**src/rtl/mem_arb_pkg.sv**
```systemverilog
// Shared types and default widths for the memory-port arbiter.
package mem_arb_pkg;

  localparam int unsigned ADDR_W_DEF = 32;
  localparam int unsigned DATA_W_DEF = 32;
  localparam int unsigned PERF_W     = 32;

  typedef enum logic [1:0] {
    IDLE   = 2'd0,
    BUSY_D = 2'd1,
    BUSY_I = 2'd2
  } arb_state_e;

  typedef enum logic [1:0] {
    GNT_NONE = 2'd0,
    GNT_D    = 2'd1,
    GNT_I    = 2'd2
  } arb_grant_e;

endpackage

```
**src/rtl/mem_port_arbiter.sv**
```systemverilog
// Shares one external memory port between instruction fetch and data access; stalls the pipeline until both complete.
// Optional performance counters are enabled with MEM_ARB_PERF_EN.
module mem_port_arbiter
  import mem_arb_pkg::*;
#(
  parameter int unsigned ADDR_W = ADDR_W_DEF,
  parameter int unsigned DATA_W = DATA_W_DEF
) (
  input  logic                clk,
  input  logic                rst,
  input  logic                if_req,
  input  logic [ADDR_W-1:0]   if_addr,
  output logic [DATA_W-1:0]   if_rdata,
  input  logic                dm_req,
  input  logic                dm_we,
  input  logic [DATA_W/8-1:0] dm_be,
  input  logic [ADDR_W-1:0]   dm_addr,
  input  logic [DATA_W-1:0]   dm_wdata,
  output logic [DATA_W-1:0]   dm_rdata,
  output logic                bus_req,
  output logic                bus_we,
  output logic [DATA_W/8-1:0] bus_be,
  output logic [ADDR_W-1:0]   bus_addr,
  output logic [DATA_W-1:0]   bus_wdata,
  input  logic                bus_ack,
  input  logic [DATA_W-1:0]   bus_rdata,
  output logic                mem_stall
`ifdef MEM_ARB_PERF_EN
  ,
  output logic [PERF_W-1:0]   perf_stall_cycles,
  output logic [PERF_W-1:0]   perf_accesses
`endif
);

  localparam int unsigned BE_W = DATA_W / 8;

  arb_state_e        r_state;
  arb_state_e        w_next;
  arb_grant_e        w_grant;
  logic              r_dm_done;
  logic              r_if_done;
  logic [DATA_W-1:0] r_dm_rdata;
  logic [DATA_W-1:0] r_if_rdata;
  logic              w_dm_pend;
  logic              w_if_pend;
  logic              w_ack_d;
  logic              w_ack_i;

  assign w_dm_pend = dm_req & ~r_dm_done;
  assign w_if_pend = if_req & ~r_if_done;
  assign mem_stall = w_dm_pend | w_if_pend;

  // Grant is free in IDLE and locked to the owner while an access waits for ack.
  always_comb begin
    w_grant   = GNT_NONE;
    w_next    = r_state;
    bus_req   = 1'b0;
    bus_we    = 1'b0;
    bus_be    = '0;
    bus_addr  = '0;
    bus_wdata = '0;

    case (r_state)
      IDLE: begin
        if (w_dm_pend)      w_grant = GNT_D;
        else if (w_if_pend) w_grant = GNT_I;
      end
      BUSY_D:  w_grant = GNT_D;
      BUSY_I:  w_grant = GNT_I;
      default: w_grant = GNT_NONE;
    endcase

    case (w_grant)
      GNT_D: begin
        bus_req   = 1'b1;
        bus_we    = dm_we;
        bus_be    = dm_be;
        bus_addr  = dm_addr;
        bus_wdata = dm_wdata;
      end
      GNT_I: begin
        bus_req  = 1'b1;
        bus_be   = {BE_W{1'b1}};
        bus_addr = if_addr;
      end
      default: ;
    endcase

    case (r_state)
      IDLE: begin
        if (!bus_ack) begin
          if (w_grant == GNT_D)      w_next = BUSY_D;
          else if (w_grant == GNT_I) w_next = BUSY_I;
        end
      end
      BUSY_D, BUSY_I: begin
        if (bus_ack) w_next = IDLE;
      end
      default: w_next = IDLE;
    endcase
  end

  assign w_ack_d = bus_ack & (w_grant == GNT_D);
  assign w_ack_i = bus_ack & (w_grant == GNT_I);

  always_ff @(posedge clk) begin
    if (rst) begin
      r_state    <= IDLE;
      r_dm_done  <= 1'b0;
      r_if_done  <= 1'b0;
      r_dm_rdata <= '0;
      r_if_rdata <= '0;
    end else begin
      r_state <= w_next;
      if (w_ack_d && !dm_we) r_dm_rdata <= bus_rdata;
      if (w_ack_i)           r_if_rdata <= bus_rdata;
      // A source that dropped its request mid-access gets its data but no done flag.
      if (!mem_stall) begin
        r_dm_done <= 1'b0;
        r_if_done <= 1'b0;
      end else begin
        if (w_ack_d && dm_req) r_dm_done <= 1'b1;
        if (w_ack_i && if_req) r_if_done <= 1'b1;
      end
    end
  end

  assign dm_rdata = r_dm_rdata;
  assign if_rdata = r_if_rdata;

`ifdef MEM_ARB_PERF_EN
  logic [PERF_W-1:0] r_perf_stall;
  logic [PERF_W-1:0] r_perf_acc;

  always_ff @(posedge clk) begin
    if (rst) begin
      r_perf_stall <= '0;
      r_perf_acc   <= '0;
    end else begin
      if (mem_stall)            r_perf_stall <= r_perf_stall + PERF_W'(1);
      if (w_ack_d || w_ack_i)   r_perf_acc   <= r_perf_acc + PERF_W'(1);
    end
  end

  assign perf_stall_cycles = r_perf_stall;
  assign perf_accesses     = r_perf_acc;
`endif

endmodule

```
**config.mk**
```make
export PLATFORM = sky130hd
export DESIGN_NAME = mem_port_arbiter
export DESIGN_NICKNAME = d
export VERILOG_FILES = /design/src/rtl/mem_arb_pkg.sv /design/src/rtl/mem_port_arbiter.sv
export SDC_FILE = /design/constraint.sdc
export NUM_CORES = 1
export LEC_CHECK = 0
export CAP_MARGIN = 15
export CORE_AREA = 2 2 106 108
export DETAILED_ROUTE_END_ITERATION = 10
export DIE_AREA = 0 0 108 110
export PLACE_DENSITY = 0.75
export SLEW_MARGIN = 0
export SYNTH_ARGS = -nofsm -noshare
export SYNTH_HDL_FRONTEND = slang
export SYNTH_SLANG_ARGS = --single-unit
```
**constraint.sdc**
```tcl
create_clock -name clk -period 3.4 [get_ports clk]
set_clock_uncertainty 0.05 [all_clocks]
set_input_delay 0.85 -clock clk [delete_from_list [all_inputs] [get_ports clk]]
set_output_delay 0.85 -clock clk [all_outputs]
set_load 0.01 [all_outputs]
```
---- Word-level counts from Yosys, hierarchy flattened ----
Cells that the tools add are included.
Widths: inputs -> output; s select.
operators by class
  eq/ne operators ......................... 7
  mux-type cells .......................... 13
  bitwise gates (word level) .............. 8
  reductions and logical operators ........ 9
operators with widths
  cell                number
  $pmux 32 s2         1
  $mux 32             1
  $mux 2              6
  $pmux 4 s2          1
  $pmux 2 s3          1
  $reduce_or 2->1     3
  $and 1x1->1         4
  $eq 2x1->1 const B  2
  $eq 2x2->1 const B  2
  $ne 2x2->1 const B  2
  $pmux 2 s2          1
  $logic_and 1x1->1   3
  $ne 3x3->1 const B  1
  $not 1->1           3
  $reduce_and 3->1    1
  $logic_not 2->1     1
  $mux 1              2
  $logic_not 1->1     1
  $or 1x1->1          1
word-level totals
  flip-flop bits (word level) ............. 68
  input bits .............................. 138
  output and inout bits ................... 135
  word-level logic and storage cells ...... 42

---- Longest topological paths before layout ----
Gate-level depths: netlist (run 1).
  word-level depth ........................ 10
  depth in mapped cells ................... 10
  depth with buffers taken out ............ 8

---- Least setup slack after synthesis (run 1) ----
OpenSTA, ideal clock, no wires.
  path kind ............................... input port to output port
  start ................................... in dm_req
  end ..................................... out bus_addr[0]
  arrival time ............................ 2.240 ns
  data required time ...................... 2.500 ns
  slack ................................... 0.260 ns
  cell stages on the path ................. 7
  path buffers ............................ 2
  cells stage by stage .................... nor2b_1 nand2_1 mux2_2 ha_1 buf_2 clkbuf_1 nor2_1
between the ends
  word-level cells in the longest chain between the ends .. 5
  elaborated cells on any way between the ends .. 6
  classes of those cells .................. eq/ne: 2; mux: 3; bitwise: 1
RTL lines
  what                                      line                    text
  start: declaration                        mem_port_arbiter.sv:14  input logic dm_req,
  $and 1x1->1 (*)                           mem_port_arbiter.sv:49  assign w_dm_pend = dm_req & ~r_dm_done;
  $mux 2 (*)                                mem_port_arbiter.sv:65  if (w_dm_pend) w_grant = GNT_D;
  $pmux 2 s3 (*)                            mem_port_arbiter.sv:63  case (r_state)
  $eq 2x2->1 or $eq 2x1->1 (tied branches)  mem_port_arbiter.sv:73  case (w_grant)
  $pmux 32 s2 (*)                           mem_port_arbiter.sv:73
  end: declaration                          mem_port_arbiter.sv:23  output logic [ADDR_W-1:0] bus_addr,
Every way passes the cells marked *; elsewhere a longest branch is shown, timed or not.

---- Worst setup path in the final report (run 1) ----
  start ................................... in if_req
  end ..................................... out bus_wdata[20]
between the ends
  word-level cells in the longest chain between the ends .. 6
RTL lines
  what                line                    text
  start: declaration  mem_port_arbiter.sv:11  input logic if_req,
  $and 1x1->1         mem_port_arbiter.sv:50  assign w_if_pend = if_req & ~r_if_done;
  $mux 2              mem_port_arbiter.sv:66  else if (w_if_pend) w_grant = GNT_I;
  $mux 2              mem_port_arbiter.sv:65
  $pmux 2 s3          mem_port_arbiter.sv:63
  $eq 2x1->1          mem_port_arbiter.sv:73
  $mux 32             mem_port_arbiter.sv:73
  end: declaration    mem_port_arbiter.sv:24  output logic [DATA_W-1:0] bus_wdata,
Every way passes these cells.

==> results of run 1 <==
-- routing by layer --
layer | vias to the layer above | wire, um | GRT usage [%]
li1 | 1992 | - | -
met1 | 1930 | 5495 | 27.07
met2 | 173 | 7870 | 45.24
met3 | 22 | 1329 | 8.172
met4 | 6 | 372 | 9.615
met5 | - | 32 | 0
-- worst max-delay path, delay by kind of cell --
family	cells	cell delay, ps
buf+inv	5	690
simple gates	3	430
mux	1	300
fa+ha+maj	1	190
-- cells by family (layout without fill, tap and decap cells) --
kind of cell,after synthesis,in the layout,share of synthesized area [%]
compound gates,107,107,21.12
other cells,0,6,0
flops,68,68,41.26
fa+ha+maj,3,3,1.138
buf+inv,43,322,7.395
simple gates,211,211,27.49
mux,5,5,1.593
-- stage by stage --
stage	setup TNS, ps	util, %
detailed placement	-39890	57.96
floorplan	0	-
CTS	0	62.41
global route	-119.7	62.80
global placement	-36840	57.96
finish	0	62.84
-- placed cells by master (no fill, tap or decap), types with 2 or more instances in the layout --
master	count
a22oi_1	2
mux2i_2	2
nand2_1	130
dfxtp_1	68
clkbuf_8	9
ha_4	3
clkdlybuf4s50_1	199
diode_2	6
clkdlybuf4s15_1	21
inv_1	3
and2_1	29
buf_12	10
a21oi_1	52
nand3b_1	2
mux2_4	2
and2_4	5
a22oi_2	31
buf_2	48
nor2b_4	2
buf_16	4
a21oi_2	18
nor2_1	38
bufinv_16	4
buf_4	11
buf_6	6
-- worst paths after layout --
| kind | startpoint | to | cells past startpoint |
|---|---|---|---|
| max | if_req | bus_wdata[20] | 10 |
| min reg2reg | dm_rdata[30] | dm_rdata[30] | 2 |
| min | dm_rdata[30] | dm_rdata[30] | 2 |
| max reg2reg | r_state[1] | if_rdata[26] | 11 |
-- sequential cells by signal, indices dropped and copies added (netlist names) --
| signal | cells |
|---|---|
| r_dm_done | 1 |
| r_state | 2 |
| if_rdata | 32 |
| dm_rdata | 32 |
| r_if_done | 1 |
-- synthesized netlist by cell type (all sizes together) --
master / instances
inv: 4
and2: 34
nor2b: 2
mux2i: 3
a21o: 1
and3b: 1
or2: 1
nor2: 38
dfxtp: 68
a211oi: 1
nand3b: 3
mux2: 2
a32oi: 1
clkbuf: 9
o211ai: 1
nand2: 131
nand2b: 1
buf: 30
a21oi: 70
a22oi: 33
ha: 3
-- power by group through the flow --
stage          registers [mW]  logic (mW)  clock network [mW]
3_5_place_dp            0.921        1.98                   0
2_1_floorplan           0.944       0.864                   0
3_3_place_gp            0.918        1.96                   0
5_1_grt                 0.915        2.43               0.932
4_1_cts                 0.905        2.24               0.888
6_report                0.907        2.27               0.868
-- what timing repair did --
| item | in CTS | in global routing |
|---|---|---|
| gates cloned | 5 | 0 |
| resized for setup | 301 | 12 |
| pin swaps | 12 | 9 |
| setup buffers | 10 | 0 |
| setup endpoints to repair | 70 | 65 |
| hold endpoints to repair | 0 | 0 |
-- final cells by class --
class                      count  area, um2
antenna                        6      15.01
clock buffer                   9      123.9
clock inverter                 6      136.4
fill                         909       3975
inverter                       4      15.01
multi-input combinational    326       1932
sequential                    68       1361
tap                          140      175.2
timing repair buffer         303       2964
==> impl_metrics.ini, run 1 <==
[finish]
final_area_mm2 = 0.006723
synthToLayoutAreaGrowth_pct = 103.8
final_cells = 862
nets = 853
drive_above_1_share_pct = 22.91

[logic_synthesis]
synthTopCellsByArea = dfxtp_1 41%, nand2_1 15%, a21oi_1 7.9%
synth_nets = 578
yosysTopAreaCellShare_pct = 41.26
synth_cell_types = 26
synth_cells = 437
ys_ff_latch = 68
synth_area_mm2 = 0.003299
yosysWarnings = 0
synth_area_per_cell_um2 = 7.550
seq_area_frac_synth_pct = 41.26
yosysTopAreaCell = dfxtp_1

[timing]
post-route-period-util_pct = 99.08
worst_slack_ps = 31.40
hold_violations = 0
timing.hold.ws_ps = 408.8
period_minus_slack_ps = 3369
fmax_mhz = 296.9
slew_violations = 0
slew_headroom_pct = 45.73
worstMarginPinSlew_ps = 814.1
setup_viol = 0

[cts]
htreeDepth = 3
cts_sinks = 68
holdBufCountCts = 0
cts_inserted_buffers = 9
clk_latency_ps = 320
clkSlewWorstSetupHoldPaths_ps = 80
cts_tree = done
cts-root-buf = clkbuf_8
clockBufferDepth = 2

[global_route]
grt_overflow = 0
antenna_found_initial = 7
grt_first_pass_wirelength_um = 22710
grtUsageTotal_pct = 24.97
grt_max_degree = 69
grt_pass1_vias = 4197

[routing]
drtIter0Drc = 174
first_pass_iters = 4
post-route-drc-count = 0
wl_per_cell_um = 17.52
routed_wirelength_um = 15100
vias = 4123
antenna_left = 0
via_per_inst = 4.783

[worst_setup_path]
cpPeakStageDelay_ps = 300
startpoint_type = input port
path_class = in2out
path_cells = clkdlybuf4s15_1 -> nor2b_4 -> nand3b_1 -> mux2_4 -> ha_4 -> buf_6 -> buf_16 -> buf_8 -> and2_1 -> buf_2
ff2ff_setup_slack_ps = 670
end_kind = primary output
crit_slowest_cell = mux2_4
worstPathMaxFanout = 7
cp.arrival_ps = 2470
required_ps = 2500

[hold_path]
hp-class = reg2reg

[floorplanning]
dieArea_mm2 = 0.01188
die_x_um = 108
coreArea_mm2 = 0.01070
start_util_pct = 30.84
fp.dieH_um = 110
ios = 273
rows = 38

[pwr]
switching_share_pct = 35.08
power_mw = 4.046
power_frac_clock_pct = 21.4
p_seq_share_pct = 22.4
p_switching_mw = 1.419
internal_power_mw = 2.627
power.density_mw_per_mm2 = 601.9
p_leak_nw = 2.562
ir_drop_uv = 525.2
p_comb_share_pct = 56.1

[run]
maxCapViolations = 0

[placed_design]
gp_congestion = 0.8849
place_ws_ps = -657.0
dp_cells = 828
port_buffers = 272
hpwlAfterDp_um = 10920
placed_cell_area_mm2 = 0.006201

[status]
status = completed
Power figures use the tool's default switching activity.
==> inputs of run 2 (changes only) <==
Settings changed: CORE_AREA 2 2 106 108 to 2 2 107 109, DIE_AREA 0 0 108 110 to 0 0 109 111, MAX_ROUTING_LAYER from default to met4, PLACE_DENSITY 0.75 to 0.74.
Clock period 3.4 ns to 4 ns, I/O delays scaled along.
==> run 2 against run 1 <==
Global-route usage fell by 0.85 points. Critical path depth did not move. Clock-buffer cell count did not move. Final cell count fell by 0.58%. Sequential power fell by 15%. Die area rose by 1.8%. Critical endpoint is now bus_addr[15]. Combinational power fell by 28%. Highest routed layer is now met4.
==> impl_metrics.ini, run 2 (synthesis results as in run 1) <==
[status]
status = completed

[worst_setup_path]
cp.arrival_ps = 2890
cpPeakStageDelay_ps = 490
path_cells = clkdlybuf4s50_1 -> nor2b_4 -> nand3b_1 -> mux2_4 -> ha_4 -> buf_12 -> buf_16 -> a22oi_1 -> nor2_1 -> clkbuf_2
worstRegToRegCells = 11
startpoint_type = input port
required_ps = 2950
crit_slowest_cell = clkdlybuf4s50_1
ff2ff_setup_slack_ps = 1250
r2r_end = dm_rdata[29]
end_kind = primary output
path_class = in2out
worstPathMaxFanout = 24
crit_family = buffers and inverters
cp_num_buf_inv = 4
r2r_start = r_state[0]

[routing]
first_pass_iters = 4
via_per_inst = 4.781
routed_wirelength_um = 14350
post-route-drc-count = 0
antenna_left = 0
wl_per_cell_um = 16.74
drtIter0Drc = 200
vias = 4097

[global_route]
grtUsageMet1_pct = 27.74
antenna_found_initial = 6
use_met3_pct = 5.879
busiest_layer = met2
grt_max_degree = 40
grt.met2_usage_pct = 40.25
grt_pass1_vias = 4168
grtUsageTotal_pct = 24.13
grt_overflow = 0
grt_first_pass_wirelength_um = 21980

[timing]
period_minus_slack_ps = 3940
setup_viol = 0
worst_slack_ps = 60.47
fmax_mhz = 253.8
slew_violations = 0
worstMarginPinSlew_ps = 587.7
slew_headroom_pct = 60.82
hold_violations = 0
post-route-period-util_pct = 98.49

[cts]
clockBufferDepth = 2
cts_inserted_buffers = 9
cts_sinks = 68
cts-root-buf = clkbuf_16
clk_latency_ps = 320
htreeDepth = 3
clkSlewWorstSetupHoldPaths_ps = 60
cts_tree = done

[floorplanning]
die_x_um = 109
start_util_pct = 29.79
coreArea_mm2 = 0.01108
ios = 273
rows = 39
dieArea_mm2 = 0.01210
fp.dieH_um = 111

[finish]
finalCoreUtilization_pct = 58.92
final_area_mm2 = 0.006526
synthToLayoutAreaGrowth_pct = 97.80
drive_above_1_share_pct = 16.53
layout_commonest_cell = clkdlybuf4s50_1
final_cells = 857
nets = 844
final_cell_mix = 201 x clkdlybuf4s50_1, 131 x nand2_1, 68 x dfxtp_1, 52 x a21oi_1, 38 x nor2_1

[placed_design]
gp_congestion = 0.9024
place_ws_ps = -317.4
placed_cell_area_mm2 = 0.006157
hpwlAfterDp_um = 10890
dp_cells = 828
port_buffers = 272

[hold_path]
hold_end = if_rdata[17]
hp-class = reg2reg
min_path_cells = 2
worstHoldStart = if_rdata[17]

[pwr]
p_leak_nw = 2.507
ir_drop_uv = 405.0
power_mw = 3.202
power.density_mw_per_mm2 = 490.6

[run]
maxCapViolations = 0
## run 2: how the worst max path moves through the flow
stage / from / endpoint / cells after the start
after floorplan: dm_req / bus_addr[0] / 7
after global placement: if_req / bus_addr[25] / 9
after detailed placement: if_req / bus_addr[25] / 9
after CTS: dm_req / bus_wdata[23] / 8
after global routing: if_req / bus_be[2] / 10
final: if_req / bus_addr[15] / 10
## run 2: layout make-up
type	instances	area [um2]
antenna	6	15.01
clock buffer	9	225.2
clock inverter	7	75.07
fill	1007	4551
inverter	4	15.01
multi-input combinational	326	1839
sequential	68	1361
tap	143	178.9
timing repair buffer	294	2816
## run 2: through the flow
stage / hold slack [ps] / setup TNS [ps]
after global routing: 421.6 / -7.564
after floorplan: 404.4 / 0
after global placement: 391.9 / -14130
final: 402.3 / 0
after CTS: 404.7 / -184.1
after detailed placement: 396.3 / -16320
## run 2: what timing repair did
action / in CTS / in global routing
setup endpoints to repair: 70 / 38
buffers inserted: 1 / 4
resized for setup: 80 / 99
hold buffers: 0 / 0
pin swaps: 0 / 3
hold endpoints to repair: 0 / 0
cloned: 1 / 1
## run 2: metal layers
metal,vias up,wire length (um)
li1,1974,-
met1,1917,5807
met2,186,7253
met3,20,966
met4,0,318
met5,-,0
## run 2: tightest hold or removal path, stage by stage (launching register included)
cell,delay (ps)
dfxtp_1,300
nand2_1,50
a21oi_1,50
## run 2: power by group
part / total, mW / internal [mW] / switching [mW]
registers: 0.773 / 0.735 / 0.0375
logic: 1.64 / 0.822 / 0.813
clock network: 0.793 / 0.485 / 0.309
